[src/rtl/nn_pkg.sv]
`default_nettype none
// ============================================================================
//  Module      : nn_pkg
//  Description : Shared constants and state encoding for the NN inference
//                front-end (pixel_stream_loader) and the NN core.
//  Revision    : 1.0 - initial release
// ============================================================================
package nn_pkg;

    localparam int N_IN         = 784;
    localparam int N_OUT        = 10;
    localparam int ADDR_W       = 10;
    localparam int PIX_W        = 8;
    localparam int PIX_PER_WORD = 4;
    localparam int WORD_W       = PIX_W * PIX_PER_WORD;

    // Loader FSM encoding (explicit 3-bit width)
    typedef logic [2:0] state_t;
    localparam state_t S_RECV   = 3'd0;
    localparam state_t S_UNPACK = 3'd1;
    localparam state_t S_DRAIN  = 3'd2;
    localparam state_t S_START  = 3'd3;
    localparam state_t S_RESULT = 3'd4;
    localparam state_t S_REARM  = 3'd5;

    // Width of a counter that must hold values 0..n-1 (at least 1 bit)
    function automatic int cnt_width(input int n);
        return (n > 1) ? $clog2(n) : 1;
    endfunction

endpackage
`default_nettype wire

[src/rtl/word_unpacker.sv]
`default_nettype none
// ============================================================================
//  Module      : word_unpacker
//  Description : Latches one stream word and emits its pixels as registered
//                core writes, one lane per cycle, lowest byte first.
//  Revision    : 1.0 - initial release
// ============================================================================
module word_unpacker
    import nn_pkg::*;
#(
    parameter int ADDR_W = nn_pkg::ADDR_W,
    parameter int WC_W   = 8
) (
    input  logic                clk,
    input  logic                rst,
    input  logic                i_load,
    input  logic                i_step,
    input  logic [WORD_W-1:0]   i_word,
    input  logic [WC_W-1:0]     i_word_cnt,
    output logic                o_last_lane,
    output logic                o_pix_we,
    output logic [ADDR_W-1:0]   o_pix_addr,
    output logic [PIX_W-1:0]    o_pix_data
);

    localparam int LANE_W = cnt_width(PIX_PER_WORD);
    localparam logic [LANE_W-1:0] c_last_lane = LANE_W'(PIX_PER_WORD - 1);

    logic [WORD_W-1:0] r_word;
    logic [LANE_W-1:0] r_lane;
    logic              r_pix_we;
    logic [ADDR_W-1:0] r_pix_addr;
    logic [PIX_W-1:0]  r_pix_data;

    logic [LANE_W-1:0] w_next_lane;
    logic [ADDR_W-1:0] w_base;

    // Word base address and the lane that follows the one being written
    always_comb begin
        w_base      = ADDR_W'({i_word_cnt, {LANE_W{1'b0}}});
        w_next_lane = r_lane + LANE_W'(1);
    end

    // Load presents lane 0 immediately; each step advances one lane until the last
    always_ff @(posedge clk) begin
        if (rst) begin
            r_word     <= '0;
            r_lane     <= '0;
            r_pix_we   <= 1'b0;
            r_pix_addr <= '0;
            r_pix_data <= '0;
        end else if (i_load) begin
            r_word     <= i_word;
            r_lane     <= '0;
            r_pix_we   <= 1'b1;
            r_pix_addr <= w_base;
            r_pix_data <= i_word[PIX_W-1:0];
        end else if (i_step && !o_last_lane) begin
            r_lane     <= w_next_lane;
            r_pix_we   <= 1'b1;
            r_pix_addr <= r_pix_addr + ADDR_W'(1);
            r_pix_data <= r_word[w_next_lane*PIX_W +: PIX_W];
        end else begin
            r_pix_we   <= 1'b0;
        end
    end

    assign o_last_lane = (r_lane == c_last_lane);
    assign o_pix_we    = r_pix_we;
    assign o_pix_addr  = r_pix_addr;
    assign o_pix_data  = r_pix_data;

endmodule
`default_nettype wire

[src/rtl/pixel_stream_loader.sv]
`default_nettype none
// ============================================================================
//  Module      : pixel_stream_loader
//  Description : AXI-Stream front-end for the NN core. Unpacks one frame of
//                packed pixels into core writes, runs one inference and
//                holds the class until it is consumed.
//  Revision    : 1.0 - initial release
// ============================================================================
module pixel_stream_loader
    import nn_pkg::*;
#(
    parameter int N_IN   = nn_pkg::N_IN,
    parameter int N_OUT  = nn_pkg::N_OUT,
    parameter int ADDR_W = nn_pkg::ADDR_W
) (
    input  logic              clk,
    input  logic              rst,
    input  logic [31:0]       s_axis_tdata,
    input  logic              s_axis_tvalid,
    output logic              s_axis_tready,
    input  logic              s_axis_tlast,
    output logic              pix_we,
    output logic [ADDR_W-1:0] pix_addr,
    output logic [7:0]        pix_data,
    output logic              core_start,
    input  logic              core_done,
    input  logic [3:0]        core_predicted,
    output logic              res_valid,
    input  logic              res_ready,
    output logic [3:0]        res_class,
    output logic              res_bad,
    output logic              frame_err,
    output logic              busy
);

    localparam int WORDS = N_IN / PIX_PER_WORD;
    localparam int WC_W  = cnt_width(WORDS);
    localparam logic [WC_W-1:0] c_last_word = WC_W'(WORDS - 1);
    localparam logic [4:0]      c_n_out     = 5'(N_OUT);

    state_t          r_state;
    logic [WC_W-1:0] r_word_cnt;
    logic            r_tlast;
    logic            r_frame_err;
    logic [3:0]      r_res_class;
    logic            r_res_bad;

    logic w_tready;
    logic w_accept;
    logic w_is_last_word;
    logic w_early_end;
    logic w_load;
    logic w_step;
    logic w_last_lane;

    // Handshake decode; an early tlast drops the word instead of loading it
    always_comb begin
        w_tready       = (r_state == S_RECV) || (r_state == S_DRAIN);
        w_accept       = s_axis_tvalid && w_tready;
        w_is_last_word = (r_word_cnt == c_last_word);
        w_early_end    = s_axis_tlast && !w_is_last_word;
        w_load         = (r_state == S_RECV) && w_accept && !w_early_end;
        w_step         = (r_state == S_UNPACK);
    end

    word_unpacker #(
        .ADDR_W (ADDR_W),
        .WC_W   (WC_W)
    ) u_unpacker (
        .clk         (clk),
        .rst         (rst),
        .i_load      (w_load),
        .i_step      (w_step),
        .i_word      (s_axis_tdata),
        .i_word_cnt  (r_word_cnt),
        .o_last_lane (w_last_lane),
        .o_pix_we    (pix_we),
        .o_pix_addr  (pix_addr),
        .o_pix_data  (pix_data)
    );

    // Frame sequencing: receive, unpack, optional drain, inference, result, re-arm
    always_ff @(posedge clk) begin
        if (rst) begin
            r_state     <= S_RECV;
            r_word_cnt  <= '0;
            r_tlast     <= 1'b0;
            r_frame_err <= 1'b0;
            r_res_class <= '0;
            r_res_bad   <= 1'b0;
        end else begin
            case (r_state)
                S_RECV: begin
                    if (w_accept) begin
                        if (w_early_end) begin
                            r_frame_err <= 1'b1;
                            r_word_cnt  <= '0;
                        end else begin
                            r_tlast <= s_axis_tlast;
                            r_state <= S_UNPACK;
                        end
                    end
                end
                S_UNPACK: begin
                    if (w_last_lane) begin
                        if (!w_is_last_word) begin
                            r_word_cnt <= r_word_cnt + WC_W'(1);
                            r_state    <= S_RECV;
                        end else if (r_tlast) begin
                            r_state <= S_START;
                        end else begin
                            // Image is complete; discard the overrun up to tlast
                            r_frame_err <= 1'b1;
                            r_state     <= S_DRAIN;
                        end
                    end
                end
                S_DRAIN: begin
                    if (w_accept && s_axis_tlast) begin
                        r_state <= S_START;
                    end
                end
                S_START: begin
                    if (core_done) begin
                        r_res_class <= core_predicted;
                        r_res_bad   <= ({1'b0, core_predicted} >= c_n_out);
                        r_state     <= S_RESULT;
                    end
                end
                S_RESULT: begin
                    if (res_ready) begin
                        r_state <= S_REARM;
                    end
                end
                S_REARM: begin
                    // Core must be idle again before the next frame's pixels land
                    if (!core_done) begin
                        r_word_cnt <= '0;
                        r_state    <= S_RECV;
                    end
                end
                default: begin
                    r_state <= S_RECV;
                end
            endcase
        end
    end

    assign s_axis_tready = w_tready;
    assign core_start    = (r_state == S_START);
    assign res_valid     = (r_state == S_RESULT);
    assign res_class     = r_res_class;
    assign res_bad       = r_res_bad;
    assign frame_err     = r_frame_err;
    assign busy          = (r_state != S_RECV);

endmodule
`default_nettype wire
[config.mk]
export PLATFORM = sky130hd
export DESIGN_NAME = pixel_stream_loader
export DESIGN_NICKNAME = d
export VERILOG_FILES = /design/src/rtl/nn_pkg.sv /design/src/rtl/word_unpacker.sv /design/src/rtl/pixel_stream_loader.sv
export SDC_FILE = /design/constraint.sdc
export NUM_CORES = 1
export LEC_CHECK = 0
export BUFFER_PORTS_ARGS = -buffer_cell sky130_fd_sc_hd__buf_2
export CAP_MARGIN = 20
export CORE_ASPECT_RATIO = 0.7
export CORE_MARGIN = 2
export CORE_UTILIZATION = 47
export CTS_CLUSTER_SIZE = 24
export DETAILED_ROUTE_END_ITERATION = 8
export GPL_TIMING_DRIVEN = 0
export PLACE_DENSITY = 0.69
export SKIP_CTS_REPAIR_TIMING = 1
export SYNTH_ARGS = -nofsm -noshare
export SYNTH_HDL_FRONTEND = slang
export SYNTH_SLANG_ARGS = --single-unit
[constraint.sdc]
create_clock -name clk -period 4.7 [get_ports clk]
set_input_delay 0.705 -clock clk [delete_from_list [all_inputs] [get_ports clk]]
set_output_delay 0.705 -clock clk [all_outputs]
set_load 0.005 [all_outputs]
# == Word level (Yosys, flattened, before mapping) ==
# Cells that the tools add are included.
# classes
multipliers,0
n_lt_le_gt_ge,1
bitwise_logic,1
shift,1
n_mux,28
reduce_logical,21
n_eq_ne,18
add_sub_neg,3
div_mod_pow,0
# ops
operator,n
$mux 8,7
$shiftx 32x6->8,1
$pmux 8 s3,1
$mux 3,7
$mux 10,2
$pmux 3 s6,1
$ne 2x2->1 const B,8
$reduce_and 6->1,2
$add 10x1->10 const B,1
$add 8x1->8 const B,1
$eq 8x8->1 const B,1
$mux 1,8
$reduce_and 7->1,1
$eq 3x2->1 const B,2
$eq 3x3->1 const B,2
$logic_and 1x1->1,6
$ne 2x1->1 const B,3
$reduce_bool 3->1,2
$ge 4x4->1 const B,1
$reduce_bool 2->1,2
$eq 3x1->1 const B,1
$logic_not 1->1,3
$logic_not 3->1,1
$reduce_and 3->1,1
8 further kinds,8
# word_totals
mem_bits_rw,0
wordCells,85
inputBits,42
latch_bits,0
regBits,71
rom_bits,0
output_inout_bits,29
memories,0

# == Logic depth before layout (Yosys ltp) ==
# Gate-level depths: netlist of run 1.
# depth
ltp_word,6
ltp_mapped,6
ltp_nobuf,5

# == Cells and area by module ==
# A second synthesis of run 1 with hierarchy kept.
# unflattened
hier_cells,379
hier_area_um2,3514.6
# by_module_without_submodules
mod,area_per_inst_um2,seq_area_each_um2,n_inst,cells_each
word_unpacker,2358.5,1061.0,1,246
pixel_stream_loader,1156.1,360.3,1,133

# == Least setup slack after synthesis of run 1 ==
# No wires, ideal clock.
# synth_path
path_kind,in2reg
startpoint,input s_axis_tvalid
endpoint,register u_unpacker.r_pix_addr[5] (netlist: u_unpacker.o_pix_addr[5])
t_required_ps,4614
n_path_buf,2
cell_stages,6
arrival_time_ps,1803
slack_ps,2811
setup_ps,86
path_cell_list,or4b_1 > clkbuf_1 > buf_6 > nor2_4 > a21oi_1 > a221oi_2
# synth_between
elab_chain_len,4
word_cells_on_any_way,5
cone_classes,mux (1); reduce/logical (4)
# synth_rtl
element,line_no,text
"start, declared",pixel_stream_loader.sv:19,"input logic s_axis_tvalid,"
$logic_and 1x1->1 (*),pixel_stream_loader.sv:59,w_accept = s_axis_tvalid && w_tready;
$logic_and 1x1->1 (*) (2 in a row),pixel_stream_loader.sv:62,w_load = (r_state == S_RECV) && w_accept && !w_early_end;
$mux 10 or $reduce_bool 2->1 (tied branches),n/a,
"end signal, assigned",word_unpacker.sv:56,r_pix_addr <= w_base;
"end signal, assigned",word_unpacker.sv:61,r_pix_addr <= r_pix_addr + ADDR_W'(1);
"end, declared",word_unpacker.sv:32,logic [ADDR_W-1:0] r_pix_addr;
# Every way passes the cells marked *; elsewhere a longest branch is shown, timed or not.
# A chain may end at the register's enable or synchronous reset.

# == Worst setup path in the final report of run 1 ==
# layout_path
startpoint,register r_state[2]
endpoint,output res_valid
# layout_between
elab_chain_len,1
# layout_rtl
element,line_no,text
"start, declared",pixel_stream_loader.sv:41,state_t r_state;
"start signal, assigned",pixel_stream_loader.sv:85,r_state <= S_RECV;
"start signal, assigned",pixel_stream_loader.sv:100,r_state <= S_UNPACK;
"start signal, assigned",pixel_stream_loader.sv:108,r_state <= S_RECV;
$eq 3x3->1,pixel_stream_loader.sv:151,assign res_valid = (r_state == S_RESULT);
"end, declared",pixel_stream_loader.sv:28,"output logic res_valid,"
# No other way between the ends.

==> results of run 1 <==
-- stage by stage --
stage | cell area, um2 | util | worst slack (ns) | hold WS (ns)
floorplan | 3540 | - | 2.81 | 0.451
global placement | 4010 | 0.550 | 2.43 | 0.460
detailed placement | 4010 | 0.550 | 2.35 | 0.473
CTS | 4190 | 0.575 | 2.44 | 0.484
global route | 4190 | 0.575 | 2.31 | 0.507
finish | 4190 | 0.575 | 2.43 | 0.488
-- power by group through the flow --
stage                     Sequential (mW)  Combinational (mW)  Clock [mW]
after global routing                0.646               0.204       0.490
after floorplan                     0.653               0.118           0
after global placement              0.656               0.182           0
final                               0.644               0.187       0.455
after detailed placement            0.657               0.184           0
after CTS                           0.643               0.185       0.457
-- sequential cells by signal, indices dropped and copies added (netlist names) --
| name | flops |
|---|---|
| r_word_cnt | 8 |
| r_state | 3 |
| u_unpacker.o_pix_data | 8 |
| u_unpacker.o_pix_we | 1 |
| frame_err | 1 |
| res_bad | 1 |
| u_unpacker.r_word | 32 |
| res_class | 4 |
| u_unpacker.o_pix_addr | 10 |
| u_unpacker.r_lane | 2 |
| r_tlast | 1 |
-- cell type report --
cell class | count | area share
Clock buffer | 10 | 0.0328
Multi-Input combinational cell | 290 | 0.463
Tap cell | 98 | 0.0292
Inverter | 2 | 0.00179
Clock inverter | 6 | 0.0107
Buffer | 38 | 0.0415
Timing Repair Buffer | 69 | 0.0824
Sequential cell | 71 | 0.339
-- routing by layer --
metal  share of wire  vias up
met2            0.42      162
met4          0.0059        0
met5               0        -
met3           0.089       10
met1            0.49     1618
li1                -     1654
-- worst paths after layout --
path	start	cells after the start	slack [ns]	end
setup / recovery	r_state[2]	3	2.43	res_valid
hold / removal	u_unpacker.r_word[12]	2	0.49	u_unpacker.r_word[12]
setup reg to reg	r_word_cnt[0]	6	2.63	u_unpacker.r_word[0]
hold reg to reg	u_unpacker.r_word[12]	2	0.49	u_unpacker.r_word[12]
-- placed cells by master, fill, tap and decap left out, drive strengths merged, types with 12 or more instances in the layout --
master  count
a21oi      49
nand3      40
nor2       12
a311oi     12
nand2      26
dfxtp      71
nor3       24
clkbuf     32
o21ai      42
buf        85
-- cell families after synthesis --
family	after synthesis	synth area share
compound gates	126	0.230
xor+xnor	5	0.0124
fa+ha+maj	3	0.0106
buf+inv	40	0.0512
flops	71	0.401
mux	14	0.0678
simple gates	142	0.227
-- worst reg2reg max path, delay by kind of cell (launching register included) --
kind | cells | cell delay (ns)
fa+ha+maj | 1 | 0.26
buf+inv | 1 | 0.29
compound gates | 2 | 0.59
flops | 1 | 0.40
simple gates | 2 | 0.46
==> flow_metrics.py, run 1 <==
metrics = {
    "status": {
        "outcome": "finished, final reports clean",
    },
    "route": {
        "avgViaCountPerCell": 5.90,
        "route.vias.total": 3444,
        "finalWirelength_mm": 10.0,
        "dr.pass1.iters": 5,
        "drtIter0Drc": 266,
        "drcViolationCount": 0,
        "final_antenna_net_count": 0,
        "detail_route.wl_per_cell_um": 17.2,
    },
    "yosys": {
        "yosys-top-cells-area": "dfxtp_1 (40%), a21oi_1 (6.9%), nand3_1 (5.7%), o21ai_0 (5.7%), mux4_2 (5.1%)",
        "synthArstFlopShare": 0,
        "mappedNetlistNets": 446,
        "synth_warnings": 0,
        "per_instance_average_area_after_synthesis_um2": 8.83,
        "synth-seq-cells": 71,
        "ys_seq_area_frac": 0.401,
        "synthDominantAreaCellType": "dfxtp_1",
        "yosys.cell_types.count": 59,
        "synth_enable_flop_cells": 0,
        "ys_top_cells_by_count": "dfxtp_1 (71), a21oi_1 (49), nand3_1 (40), o21ai_0 (40), nand2_1 (25)",
        "dominantRegCellSynth": "dfxtp_1",
        "synthMostInstantiatedCell": "dfxtp_1",
        "post_synth_inst_count": 401,
        "synth_area_mm2": 0.00354,
        "synth_largest_type_area_fraction": 0.401,
    },
    "sta": {
        "timing.clock.skew_ns": 0.00896,
        "worst_pin_slew_ns": 0.645,
        "report.final.hold_viol_count": 0,
        "setup-violations-final": 0,
        "setup-tns-final_ns": 0,
        "finalMaxSlewViolations": 0,
        "final_period_minus_worst_setup_slack_ns": 2.27,
        "slew-limit-headroom": 0.570,
        "max_freq_ghz": 0.441,
        "post-route-period-util": 0.482,
        "rsz0062_at_grt": "no",
    },
    "layout": {
        "layout.filler_cells": 707,
        "multi_input_comb_area_mm2": 0.00194,
        "seq_area_mm2": 0.00142,
        "post_route_cells_drive_above_1_share": 0.257,
        "area_delta_synth_final_pct": 18.4,
        "antenna_cells": 0,
        "layout.nets": 526,
        "layout.cells.non_filler": 584,
    },
    "global_routing": {
        "grt_util_met3": 0.0590,
        "global_route.peak_usage_layer": "met1",
        "grt_pass1_vias": 3166,
        "grt_start_max_net_pins": 14,
        "grtUsageMet1": 0.390,
        "overflow": 0,
        "grt_util_met2": 0.336,
        "track_usage": 0.251,
        "grt_antenna_before_repair": 0,
        "grt_pass1_wl_mm": 16.0,
    },
    "power_and_ir_drop": {
        "pwr-share-seq": 0.501,
        "switchingPower_mw": 0.375,
        "power.static_leakage_nw": 1.56,
        "power.share.combinational": 0.145,
        "cell_internal_pwr_mw": 0.910,
        "vdd_ir_drop_max_mv": 0.156,
        "sw_frac_of_total": 0.292,
        "finalPower_mw": 1.29,
        "power.density_cell_area_mw_per_mm2": 306,
        "power_frac_clock": 0.354,
    },
    "floorplan": {
        "std_cell_rows": 26,
        "initial_utilization": 0.486,
        "die_outline_height_um": 76.6,
        "die_width_um": 108,
        "die_area_mm2": 0.00826,
        "top_level_ports": 71,
        "floorplan.core_area_mm2": 0.00729,
    },
    "clocking": {
        "cts-htree-levels": 3,
        "cts_num_sinks": 71,
        "clock_tree_from_tritoncts": "yes",
        "worst_setup_hold_path_clk_slew_ns": 0.08,
        "number_of_cts_inserted_buffers": 9,
        "clk_path_buf_depth": 2,
        "clock-root-buffer": "clkbuf_8",
        "insertion_delay_ns": 0.35,
    },
    "critical_path": {
        "worst_path_most_repeated_cell": "buf_2",
        "worstPathBufferInverterCount": 2,
        "path_class": "register to output port",
        "cpPeakStageDelay_ns": 0.48,
        "crit_chain": "buf_2 -> nor3b_1 -> buf_2",
        "setup.worst_path.end_class": "output port",
        "critical_path_required_ns": 3.99,
        "cp_data_arrival_time_ns": 1.56,
        "timing.critical_path.fanout_max": 10,
        "critPathLaunchType": "register",
        "critical_path.top_delay_family": "flip-flops",
        "crit_path_top_delay_cell": "dfxtp_1",
    },
    "placed_design": {
        "placed_cells_incl_taps": 568,
        "placement.io_buffers": 69,
        "globalplace.congestion": 0.872,
        "detailedPlacementHpwl_mm": 7.39,
    },
    "flow_run": {
        "cap_viol_max_count": 0,
    },
    "hold_path": {
        "path_class_of_the_lowest_slack_min_delay_path": "register to register",
    },
}
No activity file was read; power rests on OpenSTA's default activity.
==> run 2, diff against run 1 <==
- clock period: 4.7 -> 2.2 ns (I/O delays scaled with it)
==> run 2 against run 1 <==
Net effect:
- critical path depth up 3
- cell area hardly changed
- sequential power grew 110%
- largest cell class unchanged
- clock power rose by 110%
- total power up 110%
- die area unchanged
- critical endpoint is now u_unpacker.r_word[0]
- worst setup slack got worse by 2.3 ns
==> flow_metrics.py, run 2 (same netlist as run 1, synthesis figures left out) <==
metrics = {
    "status": {
        "outcome": "finished, final reports clean",
    },
    "critical_path": {
        "r2r-end": "u_unpacker.r_word[0]",
        "reg2regPathDepth": 6,
        "cp_data_arrival_time_ns": 2.34,
        "timing.critical_path.fanout_max": 10,
        "path_class": "register to register",
        "start_of_the_worst_register_to_register_path": "r_word_cnt[0]",
        "setup.worst_path.end_class": "register",
        "crit_path_top_delay_cell": "dfxtp_1",
        "rrSetupSlack_ns": 0.12,
        "crit_chain": "ha_1 -> nand4bb_1 -> o21ai_4 -> buf_2 -> nand3_1 -> a21oi_1",
        "critical_path_required_ns": 2.46,
        "critPathLaunchType": "register",
        "cpPeakStageDelay_ns": 0.40,
    },
    "power_and_ir_drop": {
        "power.density_cell_area_mw_per_mm2": 653,
        "cell_internal_pwr_mw": 1.94,
        "power.share.combinational": 0.146,
        "pwr-share-seq": 0.502,
        "power.static_leakage_nw": 1.56,
        "vdd_ir_drop_max_mv": 0.333,
        "power_frac_clock": 0.352,
        "switchingPower_mw": 0.796,
        "sw_frac_of_total": 0.290,
    },
    "sta": {
        "slew-limit-headroom": 0.575,
        "final_period_minus_worst_setup_slack_ns": 2.08,
        "report.final.hold_viol_count": 0,
        "timing.clock.skew_ns": 0.0101,
        "worst_slack_ns": 0.124,
        "setup-tns-final_ns": 0,
        "rsz0062_at_grt": "no",
        "setup-violations-final": 0,
        "finalMaxSlewViolations": 0,
        "max_freq_ghz": 0.482,
        "post-route-period-util": 0.944,
        "worst_pin_slew_ns": 0.637,
    },
    "route": {
        "finalWirelength_mm": 10.0,
        "dr.pass1.iters": 5,
        "final_antenna_net_count": 0,
        "drcViolationCount": 0,
        "detail_route.wl_per_cell_um": 17.1,
        "route.vias.total": 3415,
        "avgViaCountPerCell": 5.85,
        "drtIter0Drc": 254,
    },
    "layout": {
        "commonest_cells_after_routing_fill_and_taps_aside": "buf_2 (79), dfxtp_1 (71), a21oi_1 (49)",
        "antenna_cells": 0,
        "area_delta_synth_final_pct": 18.4,
        "layout_commonest_cell": "buf_2",
        "registers.top_by_ff_count": "u_unpacker.r_word",
        "post_route_cells_drive_above_1_share": 0.259,
        "final_design_area_no_fill_mm2": 0.00420,
        "largest_register_ff_count": 32,
        "layout.cells.non_filler": 584,
        "layout.filler_cells": 707,
        "layout.nets": 526,
        "final_core_utilization": 0.576,
    },
    "floorplan": {
        "die_outline_height_um": 76.6,
        "std_cell_rows": 26,
        "initial_utilization": 0.486,
        "die_width_um": 108,
        "top_level_ports": 71,
        "die_area_mm2": 0.00826,
        "floorplan.core_area_mm2": 0.00729,
    },
    "global_routing": {
        "grt_start_max_net_pins": 14,
        "grt_pass1_vias": 3166,
        "grt_pass1_wl_mm": 16.0,
        "track_usage": 0.251,
        "grt_antenna_before_repair": 0,
        "overflow": 0,
    },
    "placed_design": {
        "detailedPlace.worstSlack_ns": 0.154,
        "globalplace.congestion": 0.872,
        "placed_cells_incl_taps": 568,
        "dpl-instance-area_mm2": 0.00401,
        "placement.io_buffers": 69,
        "detailedPlacementHpwl_mm": 7.39,
    },
    "hold_path": {
        "path_class_of_the_lowest_slack_min_delay_path": "input pin to register",
        "min_from": "core_predicted[0]",
        "hold-path-cell-count": 3,
        "min_delay_worst_endpoint": "res_class[0]",
    },
    "clocking": {
        "worst_setup_hold_path_clk_slew_ns": 0.08,
        "clk_path_buf_depth": 2,
        "clock_tree_from_tritoncts": "yes",
        "cts_num_sinks": 71,
        "number_of_cts_inserted_buffers": 9,
        "cts-htree-levels": 3,
        "clock-root-buffer": "clkbuf_8",
        "insertion_delay_ns": 0.35,
    },
    "flow_run": {
        "cap_viol_max_count": 0,
    },
}
## run 2: through the flow
stage / total power, mW / hold WS (ns)
3_5_place_dp: 1.80 / 0.473
4_1_cts: 2.75 / 0.210
6_report: 2.74 / 0.216
3_3_place_gp: 1.79 / 0.460
5_1_grt: 2.86 / 0.212
2_1_floorplan: 1.65 / 0.451
## run 2: power by group through the flow
stage | Clock, mW | Combinational, mW | Sequential, mW
4_1_cts | 0.977 | 0.394 | 1.37
2_1_floorplan | 0 | 0.252 | 1.39
3_3_place_gp | 0 | 0.389 | 1.40
5_1_grt | 1.05 | 0.436 | 1.38
6_report | 0.965 | 0.399 | 1.38
3_5_place_dp | 0 | 0.393 | 1.40
## run 2: worst max-delay path by stage
stage | start | endpoint | slack [ns] | cells after the start
after floorplan | u_unpacker.r_lane[0] | u_unpacker.o_pix_data[7] | 0.51 | 5
after global placement | r_word_cnt[0] | u_unpacker.o_pix_addr[1] | 0.19 | 6
after detailed placement | r_word_cnt[0] | u_unpacker.r_lane[0] | 0.15 | 6
after CTS | r_word_cnt[0] | u_unpacker.r_word[0] | 0.14 | 6
after global routing | r_state[0] | u_unpacker.r_word[0] | 0.006 | 5
final | r_word_cnt[0] | u_unpacker.r_word[0] | 0.12 | 6
## run 2: layout make-up
| class | instances | area, um2 | area share |
|---|---|---|---|
| Clock inverter | 6 | 45.0 | 0.0107 |
| Sequential cell | 71 | 1420 | 0.339 |
| Clock buffer | 10 | 138 | 0.0328 |
| Timing Repair Buffer | 69 | 345 | 0.0823 |
| Multi-Input combinational cell | 290 | 1940 | 0.463 |
| Inverter | 2 | 7.51 | 0.00179 |
| Buffer | 38 | 174 | 0.0415 |
| Tap cell | 98 | 123 | 0.0292 |
## run 2: worst max-delay path: cells and delay by family (launching register included)
kind	cells	cell delay [ns]
simple gates	2	0.45
flops	1	0.40
fa+ha+maj	1	0.26
compound gates	2	0.59
buf+inv	1	0.29
## run 2: routing by layer
metal / part of all wire / global-route usage
met2: 0.41 / 0.336
met4: 0.010 / 0.0769
met3: 0.097 / 0.0590
met5: 0 / 0
met1: 0.48 / 0.390
==> run 3, diff against run 2 <==
- PLACE_DENSITY: 0.69 -> 0.82
- SYNTH_HIERARCHICAL: unset -> 1
==> run 3 against run 2 <==
Net effect:
- critical path depth up 3
- die area down 0.75%
- utilization up 2.5 points
- sequential share of layout area down 1.3 points
- final cell count down 2.7%
- register-to-register slack worse by 0.06 ns
- synthesized area down 0.78%
- clock-buffer cell count down 1
- fmax down 2.6%
- clock power up 25%
- global-route usage down 0.43 points
- largest power group unchanged
==> flow_metrics.py, run 3 <==
metrics = {
    "floorplan": {
        "floorplan.core_area_mm2": 0.00729,
        "initial_utilization": 0.482,
        "die_area_mm2": 0.00820,
        "die_outline_height_um": 76.4,
        "std_cell_rows": 26,
        "top_level_ports": 71,
        "die_width_um": 107,
    },
    "critical_path": {
        "timing.critical_path.fanout_max": 10,
        "cpPeakStageDelay_ns": 0.38,
        "setup.worst_path.end_class": "register",
        "worst_path_most_repeated_cell": "buf_6",
        "critPathLaunchType": "register",
        "cp_data_arrival_time_ns": 2.35,
        "path_class": "register to register",
        "worstPathBufferInverterCount": 4,
        "critPathLaunch": "r_word_cnt[3]",
        "critical_path.top_delay_family": "buffers and inverters",
        "crit_chain": "or3_1 -> buf_6 -> o21ai_2 -> nor2b_4 -> buf_6 -> inv_1 -> clkbuf_2 -> a31oi_1 -> o211ai_1",
        "crit_path_top_delay_cell": "dfxtp_4",
        "critical_path_required_ns": 2.42,
        "start_of_the_worst_register_to_register_path": "r_word_cnt[3]",
    },
    "global_routing": {
        "grt_antenna_before_repair": 0,
        "track_usage": 0.246,
        "grt_start_max_net_pins": 15,
        "grt_pass1_wl_mm": 16.1,
        "overflow": 0,
        "grt_pass1_vias": 3277,
    },
    "layout": {
        "area_delta_synth_final_pct": 24.6,
        "post_route_cells_drive_above_1_share": 0.323,
        "registers.top_by_ff_count": "u_unpacker/r_word",
        "layout_commonest_cell": "buf_2",
        "layout.nets": 510,
        "commonest_cells_after_routing_fill_and_taps_aside": "buf_2 (75), dfxtp_1 (67), nor2_1 (53)",
        "largest_register_ff_count": 32,
        "layout.cells.non_filler": 568,
        "final_core_utilization": 0.601,
        "antenna_cells": 0,
    },
    "yosys": {
        "yosys-top-cells-area": "dfxtp_1 (40%), mux2i_1 (11%), nor2_1 (5.7%), mux2_2 (5.1%), o21ai_0 (2.4%)",
        "synth-seq-cells": 71,
        "yosys.cell_types.count": 62,
        "mappedNetlistNets": 424,
        "synth_enable_flop_cells": 0,
        "ys_seq_area_frac": 0.404,
        "synthArstFlopShare": 0,
        "synth_warnings": 6,
        "synthMostInstantiatedCell": "dfxtp_1",
        "synth_largest_type_area_fraction": 0.404,
        "ys_top_cells_by_count": "dfxtp_1 (71), nor2_1 (53), mux2i_1 (38)",
        "post_synth_inst_count": 379,
        "per_instance_average_area_after_synthesis_um2": 9.27,
        "synthDominantAreaCellType": "dfxtp_1",
        "synth_area_mm2": 0.00351,
        "dominantRegCellSynth": "dfxtp_1",
    },
    "clocking": {
        "number_of_cts_inserted_buffers": 9,
        "cts-htree-levels": 3,
        "clk_path_buf_depth": 2,
        "clock-root-buffer": "clkbuf_8",
        "worst_setup_hold_path_clk_slew_ns": 0.08,
        "insertion_delay_ns": 0.35,
        "cts_num_sinks": 71,
        "clock_tree_from_tritoncts": "yes",
    },
    "sta": {
        "finalMaxSlewViolations": 0,
        "timing.clock.skew_ns": 0.0102,
        "report.final.hold_viol_count": 0,
        "post-route-period-util": 0.969,
        "max_freq_ghz": 0.469,
        "worst_pin_slew_ns": 0.645,
        "slew-limit-headroom": 0.568,
        "worst_slack_ns": 0.0690,
        "setup-violations-final": 0,
        "final_period_minus_worst_setup_slack_ns": 2.13,
    },
    "route": {
        "drcViolationCount": 0,
        "drtIter0Drc": 311,
        "detail_route.wl_per_cell_um": 17.7,
        "route.vias.total": 3383,
        "dr.pass1.iters": 5,
        "final_antenna_net_count": 0,
        "avgViaCountPerCell": 5.96,
        "finalWirelength_mm": 10.1,
    },
    "power_and_ir_drop": {
        "power.static_leakage_nw": 1.85,
        "power.density_cell_area_mw_per_mm2": 737,
        "vdd_ir_drop_max_mv": 0.447,
    },
    "placed_design": {
        "globalplace.congestion": 0.905,
        "detailedPlace.worstSlack_ns": -0.664,
        "placement.io_buffers": 70,
        "placed_cells_incl_taps": 547,
        "detailedPlacementHpwl_mm": 6.96,
    },
    "hold_path": {
        "min_from": "s_axis_tdata[10]",
        "path_class_of_the_lowest_slack_min_delay_path": "input pin to register",
    },
    "flow_run": {
        "cap_viol_max_count": 0,
    },
    "status": {
        "outcome": "finished, final reports clean",
    },
}
==> run 3: per-layer routing <==
layer / vias to the layer above / wire (um) / global-route usage
met5: - / 0 / 0
met4: 0 / 139 / 0.0705
met3: 20 / 928 / 0.0719
met2: 192 / 4580 / 0.376
met1: 1599 / 4430 / 0.338
li1: 1572 / - / -
==> run 3: final cells by class <==
cell class                 count  area [um2]
tap                           98         123
clock inverter                 7         104
sequential                    71        1430
clock buffer                   9         124
timing repair buffer          75         388
multi-input combinational    278        2000
fill                         644        2910
buffer                        23         183
inverter                       7        26.3
==> run 3: stage by stage <==
step                hold WS (ns)  instance area [um2]  setup TNS [ns]  power, mW
finish                     0.213                 4380               0       3.23
global route               0.207                 4380         -0.0767       3.35
CTS                        0.201                 4220          -28.40       3.18
detailed placement         0.473                 3990          -27.28       1.99
global placement           0.461                 3990          -24.20       1.96
floorplan                  0.454                 3510          -0.292       1.79
==> run 3: power by group <==
| part | leakage (nW) | internal (mW) | switching [mW] |
|---|---|---|---|
| clock | 0.115 | 0.654 | 0.555 |
| sequential | 0.581 | 1.36 | 0.0625 |
| combinational | 1.15 | 0.274 | 0.323 |
| total | 1.85 | 2.29 | 0.941 |
==> run 3: final timing paths <==
check	end	slack, ns	cells past startpoint
worst max-delay path	u_unpacker/o_pix_addr[7]	0.07	9
worst min register to register	res_class[1]	0.49	2
worst max register to register	u_unpacker/o_pix_addr[7]	0.07	9
worst min-delay path	u_unpacker/r_word[10]	0.21	3
==> run 3: cells by family after synthesis <==
| group | after synthesis | synth area share |
|---|---|---|
| XOR/XNOR | 2 | 0.00498 |
| flip-flops | 71 | 0.404 |
| buffers and inverters | 30 | 0.0384 |
| AO/OA/AOI/OAI | 77 | 0.157 |
| multiplexers | 55 | 0.164 |
| AND/OR/NAND/NOR | 141 | 0.221 |
| adder cells (fa/ha/maj) | 3 | 0.0107 |
==> run 3: tightest hold or removal path, cell delays in order <==
cell and delay (ns):
buf_2 0.07, mux2i_1 0.05, nor2_1 0.07
